### config.mk
export PLATFORM = sky130hd
export DESIGN_NAME = lsu_bus_arbiter
export DESIGN_NICKNAME = d
export VERILOG_FILES = /design/src/rtl/lsu_bus_arbiter.sv
export SDC_FILE = /design/constraint.sdc
export NUM_CORES = 1
export LEC_CHECK = 0
export CAP_MARGIN = 20
export CELL_PAD_IN_SITES_DETAIL_PLACEMENT = 1
export CELL_PAD_IN_SITES_GLOBAL_PLACEMENT = 2
export CORE_AREA = 2 2 118 205
export CTS_CLUSTER_DIAMETER = 30
export CTS_CLUSTER_SIZE = 28
export DETAILED_ROUTE_END_ITERATION = 7
export DIE_AREA = 0 0 120 207
export PLACE_DENSITY = 0.85
export SETUP_SLACK_MARGIN = 0.15
export SKIP_CTS_REPAIR_TIMING = 1
export SLEW_MARGIN = 20
export SYNTH_ARGS = -nofsm -noshare
export SYNTH_HDL_FRONTEND = slang
export SYNTH_SLANG_ARGS = --single-unit
### constraint.sdc
create_clock -name clk_i -period 4.4 [get_ports clk_i]
set_input_delay 0.66 -clock clk_i [delete_from_list [all_inputs] [get_ports clk_i]]
set_output_delay 0.66 -clock clk_i [all_outputs]
set_load 0.02 [all_outputs]
### src/rtl/lsu_bus_arbiter.sv
// -----------------------------------------------------------------------------
// lsu_bus_arbiter
//
// Shares the single LSU-side data-memory/IO port between two requesters:
//   port C : core load/store path
//   port D : debug / program loader
// Round-robin arbitration, one transaction in flight, fixed-latency reads.
// A core stall output holds the PC/regfile while the core's access is pending.
//
// Parameters
//   ADDR_W   address width
//   DATA_W   data width
//   MEM_LAT  cycles from m_en_o to valid m_rdata_i (1..15)
//
// Ports
//   clk_i, rst_i             clock, asynchronous active-high reset
//   c_req_i .. c_funct3_i    core request and fields, held until c_gnt_o
//   c_gnt_o                  core request accepted (fields sampled at this edge)
//   c_done_o / c_rdata_o     core completion pulse / load data (held)
//   c_stall_o                core request pending and not completing this cycle
//   d_*                      same set for the loader port (no stall output)
//   dbg_lock_i               blocks new core grants; in-flight core access completes
//   m_en_o .. m_funct3_o     memory strobe and fields (fields are 0 when m_en_o=0)
//   m_rdata_i                memory read data, valid MEM_LAT cycles after m_en_o
// -----------------------------------------------------------------------------
module lsu_bus_arbiter #(
  parameter int ADDR_W  = 16,
  parameter int DATA_W  = 32,
  parameter int MEM_LAT = 2
) (
  input  logic              clk_i,
  input  logic              rst_i,

  input  logic              c_req_i,
  input  logic              c_we_i,
  input  logic [ADDR_W-1:0] c_addr_i,
  input  logic [DATA_W-1:0] c_wdata_i,
  input  logic [2:0]        c_funct3_i,
  output logic              c_gnt_o,
  output logic              c_done_o,
  output logic [DATA_W-1:0] c_rdata_o,
  output logic              c_stall_o,

  input  logic              d_req_i,
  input  logic              d_we_i,
  input  logic [ADDR_W-1:0] d_addr_i,
  input  logic [DATA_W-1:0] d_wdata_i,
  input  logic [2:0]        d_funct3_i,
  output logic              d_gnt_o,
  output logic              d_done_o,
  output logic [DATA_W-1:0] d_rdata_o,

  input  logic              dbg_lock_i,

  output logic              m_en_o,
  output logic              m_we_o,
  output logic [ADDR_W-1:0] m_addr_o,
  output logic [DATA_W-1:0] m_wdata_o,
  output logic [2:0]        m_funct3_o,
  input  logic [DATA_W-1:0] m_rdata_i
);

  if (MEM_LAT < 1 || MEM_LAT > 15) begin : g_lat_check
    $error("lsu_bus_arbiter: MEM_LAT must be in 1..15");
  end

  // The WAIT counter starts at MEM_LAT-1 on the ISSUE edge and the read data
  // is captured on the edge where it reaches zero, i.e. MEM_LAT cycles after m_en_o.
  localparam logic [3:0] LAT_INIT = 4'(MEM_LAT - 1);

  typedef enum logic [1:0] {
    ST_IDLE  = 2'd0,
    ST_ISSUE = 2'd1,
    ST_WAIT  = 2'd2
  } state_t;

  typedef enum logic {
    OWN_C = 1'b0,
    OWN_D = 1'b1
  } owner_t;

  state_t              state_q;
  state_t              state_d;

  owner_t              owner_q;
  owner_t              last_owner_q;
  logic                we_q;
  logic [ADDR_W-1:0]   addr_q;
  logic [DATA_W-1:0]   wdata_q;
  logic [2:0]          funct3_q;
  logic [3:0]          lat_cnt_q;

  logic                c_done_q;
  logic                d_done_q;
  logic [DATA_W-1:0]   c_rdata_q;
  logic [DATA_W-1:0]   d_rdata_q;

  logic                elig_c;
  logic                elig_d;
  logic                in_idle;
  logic                grant_c;
  logic                grant_d;
  logic                issue;
  logic                rd_last;

  // ---------------------------------------------------------------------------
  // Arbitration (combinational, only in IDLE)
  // ---------------------------------------------------------------------------
  assign elig_c  = c_req_i & ~dbg_lock_i;
  assign elig_d  = d_req_i;

  // rst_i gates the grants so they drop the instant reset is asserted, even
  // while a requester keeps its request high.
  assign in_idle = (state_q == ST_IDLE) & ~rst_i;

  // On a tie the port that did not win last time takes the grant.
  assign grant_c = in_idle & elig_c & ~(elig_d & (last_owner_q == OWN_C));
  assign grant_d = in_idle & elig_d & ~(elig_c & (last_owner_q == OWN_D));

  assign issue   = (state_q == ST_ISSUE);
  assign rd_last = (state_q == ST_WAIT) && (lat_cnt_q == 4'd0);

  // ---------------------------------------------------------------------------
  // Next-state logic
  // ---------------------------------------------------------------------------
  always_comb begin
    state_d = state_q;
    case (state_q)
      ST_IDLE: begin
        if (grant_c || grant_d) begin
          state_d = ST_ISSUE;
        end
      end
      ST_ISSUE: begin
        state_d = we_q ? ST_IDLE : ST_WAIT;
      end
      ST_WAIT: begin
        if (lat_cnt_q == 4'd0) begin
          state_d = ST_IDLE;
        end
      end
      default: begin
        state_d = ST_IDLE;
      end
    endcase
  end

  always_ff @(posedge clk_i or posedge rst_i) begin
    if (rst_i) begin
      state_q <= ST_IDLE;
    end else begin
      state_q <= state_d;
    end
  end

  // ---------------------------------------------------------------------------
  // Request latch: fields sampled on the grant edge, ignored afterwards
  // ---------------------------------------------------------------------------
  always_ff @(posedge clk_i or posedge rst_i) begin
    if (rst_i) begin
      owner_q      <= OWN_C;
      last_owner_q <= OWN_D;
      we_q         <= 1'b0;
      addr_q       <= '0;
      wdata_q      <= '0;
      funct3_q     <= '0;
    end else if (grant_c) begin
      owner_q      <= OWN_C;
      last_owner_q <= OWN_C;
      we_q         <= c_we_i;
      addr_q       <= c_addr_i;
      wdata_q      <= c_wdata_i;
      funct3_q     <= c_funct3_i;
    end else if (grant_d) begin
      owner_q      <= OWN_D;
      last_owner_q <= OWN_D;
      we_q         <= d_we_i;
      addr_q       <= d_addr_i;
      wdata_q      <= d_wdata_i;
      funct3_q     <= d_funct3_i;
    end
  end

  // ---------------------------------------------------------------------------
  // Read latency counter
  // ---------------------------------------------------------------------------
  always_ff @(posedge clk_i or posedge rst_i) begin
    if (rst_i) begin
      lat_cnt_q <= 4'd0;
    end else if (issue && !we_q) begin
      lat_cnt_q <= LAT_INIT;
    end else if ((state_q == ST_WAIT) && (lat_cnt_q != 4'd0)) begin
      lat_cnt_q <= lat_cnt_q - 4'd1;
    end
  end

  // ---------------------------------------------------------------------------
  // Completion: done pulses and per-port read data
  // ---------------------------------------------------------------------------
  always_ff @(posedge clk_i or posedge rst_i) begin
    if (rst_i) begin
      c_done_q  <= 1'b0;
      d_done_q  <= 1'b0;
      c_rdata_q <= '0;
      d_rdata_q <= '0;
    end else begin
      c_done_q <= 1'b0;
      d_done_q <= 1'b0;
      if (issue && we_q) begin
        // Stores complete the cycle after ISSUE and leave rdata untouched.
        if (owner_q == OWN_C) begin
          c_done_q <= 1'b1;
        end else begin
          d_done_q <= 1'b1;
        end
      end else if (rd_last) begin
        if (owner_q == OWN_C) begin
          c_done_q  <= 1'b1;
          c_rdata_q <= m_rdata_i;
        end else begin
          d_done_q  <= 1'b1;
          d_rdata_q <= m_rdata_i;
        end
      end
    end
  end

  // ---------------------------------------------------------------------------
  // Outputs
  // ---------------------------------------------------------------------------
  assign c_gnt_o    = grant_c;
  assign d_gnt_o    = grant_d;
  assign c_done_o   = c_done_q;
  assign d_done_o   = d_done_q;
  assign c_rdata_o  = c_rdata_q;
  assign d_rdata_o  = d_rdata_q;

  // Covers waiting on lock, losing arbitration and the access in flight.
  assign c_stall_o  = ~rst_i & c_req_i & ~c_done_q;

  // Memory fields are forced to zero outside the strobe cycle.
  assign m_en_o     = issue;
  assign m_we_o     = issue & we_q;
  assign m_addr_o   = issue ? addr_q   : '0;
  assign m_wdata_o  = issue ? wdata_q  : '0;
  assign m_funct3_o = issue ? funct3_q : '0;

endmodule

==> impl_metrics.env <==
export IMPL_status="finished clean"
export IMPL_dr_pass1_iters=4
export IMPL_synth_top_area_frac=0.550
export IMPL_start_util=0.245
export IMPL_dpl_hpwl_um=13200
export IMPL_cp_end_kind="primary output"
export IMPL_startpoint="c_req_i"
export IMPL_die_h_um=207
export IMPL_r2r_start="state_q[0]"
export IMPL_crit_fanout=3
export IMPL_synthTopCellsByCount="125 x dfrtp_1, 60 x mux2_4, 57 x nor2_1"
export IMPL_ys_ff_latch=126
export IMPL_dieArea_um2=24800
export IMPL_p_per_area_nw_per_um2=685
export IMPL_leakagePower_nw=3.87
export IMPL_rows=74
export IMPL_final_antenna_net_count=0
export IMPL_hold_class="reg2reg"
export IMPL_met3_length_um=873
export IMPL_grt_max_degree=73
export IMPL_vdd_drop_max_mv=0.233
export IMPL_yosysMostFrequentCell="dfrtp_1"
export IMPL_ys_seq_area_frac=0.554
export IMPL_clockBufferDepth=2
export IMPL_grtUsageTotal=0.154
export IMPL_netlist_area_um2=5690
export IMPL_final_min_clock_period_ns=3.26
export IMPL_grt_pass1_wl_um=29100
export IMPL_synth_warnings=0
export IMPL_num_vias=4613
export IMPL_wl_met1_um=6830
export IMPL_drive_above_1_share=0.155
export IMPL_max_freq_mhz=306
export IMPL_tightest_slew_ns=0.847
export IMPL_synthArstFlopShare=1.00
export IMPL_antenna_found_initial=1
export IMPL_grt_ovfl_total=0
export IMPL_wl_met2_um=10400
export IMPL_area_growth_pct=63.1
export IMPL_chipWidth_um=120
export IMPL_cts_tree="yes"
export IMPL_setup_tns_ns=0
export IMPL_clk_pin_slew_ns=0.06
export IMPL_post_route_util=0.399
export IMPL_top_layer="met4"
export IMPL_path_class="in2out"
export IMPL_power_w=0.00636
export IMPL_ys_flop_type="dfrtp_1"
export IMPL_numCtsBuffers=17
export IMPL_setup_violations=0
export IMPL_cts_max_level=4
export IMPL_drc=0
export IMPL_finalCritPeriodShare=0.742
export IMPL_synth_nets=616
export IMPL_yosysUniqueCellTypes=31
export IMPL_drt_wl_total_um=18500
export IMPL_rsz0062_at_grt="no"
export IMPL_fp_coreArea_um2=23200
export IMPL_synth_edf_count=0
export IMPL_grt_pass1_vias=5168
export IMPL_avgViaCountPerCell=4.40
export IMPL_ios=263
export IMPL_maxSlewHeadroom=0.435
export IMPL_min_from="c_rdata_o[31]"
export IMPL_fin_worst_skew_ns=0.00877
export IMPL_drtIter0Drc=151
export IMPL_synth_area_leaders="dfrtp_1 55%, mux2_4 16%, and2_1 5.7%"
export IMPL_clock_latency_ns=0.42
export IMPL_rrSetupSlack_ns=1.98
export IMPL_drv_cap=0
export IMPL_stdcell_count=1049
export IMPL_nets=873
export IMPL_setup_worst_path_start_class="primary input"
export IMPL_avgSynthCellArea_um2=12.0
export IMPL_port_buffer_count=262
export IMPL_syn_inst=474
export IMPL_hold_viol=0
export IMPL_cts_sinks=126
export IMPL_finalMaxSlewViolations=0
export IMPL_dp_cells=1016
export IMPL_routabilityCongestion=0.741
export IMPL_detail_route_wl_per_cell_um=17.6
export IMPL_arrival_ns=2.60
export IMPL_clockRootBuffer="clkbuf_16"
export IMPL_cp_required_ns=3.74
export IMPL_yosysTopAreaCell="dfrtp_1"
sequential cells by signal, indices dropped and copies added (netlist names):
register / count
owner_q: 1
funct3_q: 3
wdata_q: 32
state_q: 2
d_done_o: 1
last_owner_q: 1
c_done_o: 1
addr_q: 16
c_rdata_o: 32
lat_cnt_q: 4
we_q: 1
d_rdata_o: 32
routing by layer:
layer	global-route usage	vias to the layer above
met5	0	-
met4	0.0641	0
met3	0.0377	22
met2	0.283	151
met1	0.164	2271
li1	-	2169
through the flow:
stage	area (um^2)	hold slack [ns]	worst slack [ns]
after floorplan	5690	0.470	0.386
after global placement	8610	0.490	1.16
after detailed placement	8610	0.494	1.08
after CTS	9280	0.508	1.05
after global routing	9280	0.521	0.914
final	9280	0.504	1.14
placed cells by master, fill, tap and decap left out, types with 2 or more instances in the layout:
| cell type | count |
|---|---|
| a21oi_1 | 56 |
| and2_1 | 52 |
| and2b_2 | 2 |
| buf_12 | 2 |
| buf_4 | 7 |
| bufinv_16 | 5 |
| clkbuf_16 | 17 |
| clkbuf_8 | 3 |
| clkdlybuf4s50_1 | 262 |
| clkinvlp_4 | 3 |
| dfrtp_1 | 125 |
| inv_1 | 5 |
| inv_6 | 2 |
| mux2_2 | 4 |
| mux2_4 | 60 |
| mux2i_1 | 2 |
| nand2_1 | 7 |
| nand2b_1 | 2 |
| nor2_1 | 57 |
| nor2b_1 | 2 |
| o21ai_4 | 2 |
| o22ai_1 | 52 |
final timing paths:
path | endpoint | cells after the start
setup / recovery | c_gnt_o | 5
hold / removal | c_rdata_o[31] | 1
setup reg to reg | wdata_q[11] | 6
hold reg to reg | c_rdata_o[31] | 1
max in group asynchronous | addr_q[1] | 3
min in group asynchronous | c_rdata_o[30] | 2
worst max-delay path, stage by stage:
cell	delay [ns]
clkdlybuf4s50_1	0.49
nor2b_1	0.29
o21ai_4	0.10
nor4_1	0.35
clkdlybuf4s50_1	0.71
layout make-up:
cell class | count | area (um^2)
repair buffers | 271 | 2720
well taps | 304 | 380
clock buffers | 20 | 467
flip-flops and latches | 126 | 3150
clock inverters | 12 | 204
inverters | 6 | 25.0
multi-input cells | 309 | 2330
diodes | 1 | 2.50
fillers | 2518 | 14000
report_power, final:
group / internal, W / total [W] / leakage, nW / switching, W
Sequential: 0.00172 / 0.00203 / 1.48 / 0.000312
Combinational: 0.00146 / 0.00273 / 2.08 / 0.00127
Clock: 0.00105 / 0.00160 / 0.319 / 0.000544
Total: 0.00423 / 0.00636 / 3.87 / 0.00213
cell families after synthesis:
logic type | count (synthesis) | synth area share
fa+ha+maj | 1 | 0.00220
simple gates | 128 | 0.118
xor+xnor | 1 | 0.00154
mux | 66 | 0.170
buf+inv | 39 | 0.0411
compound gates | 113 | 0.113
flops | 126 | 0.554
Note: power is estimated with default switching activity, not from simulation.
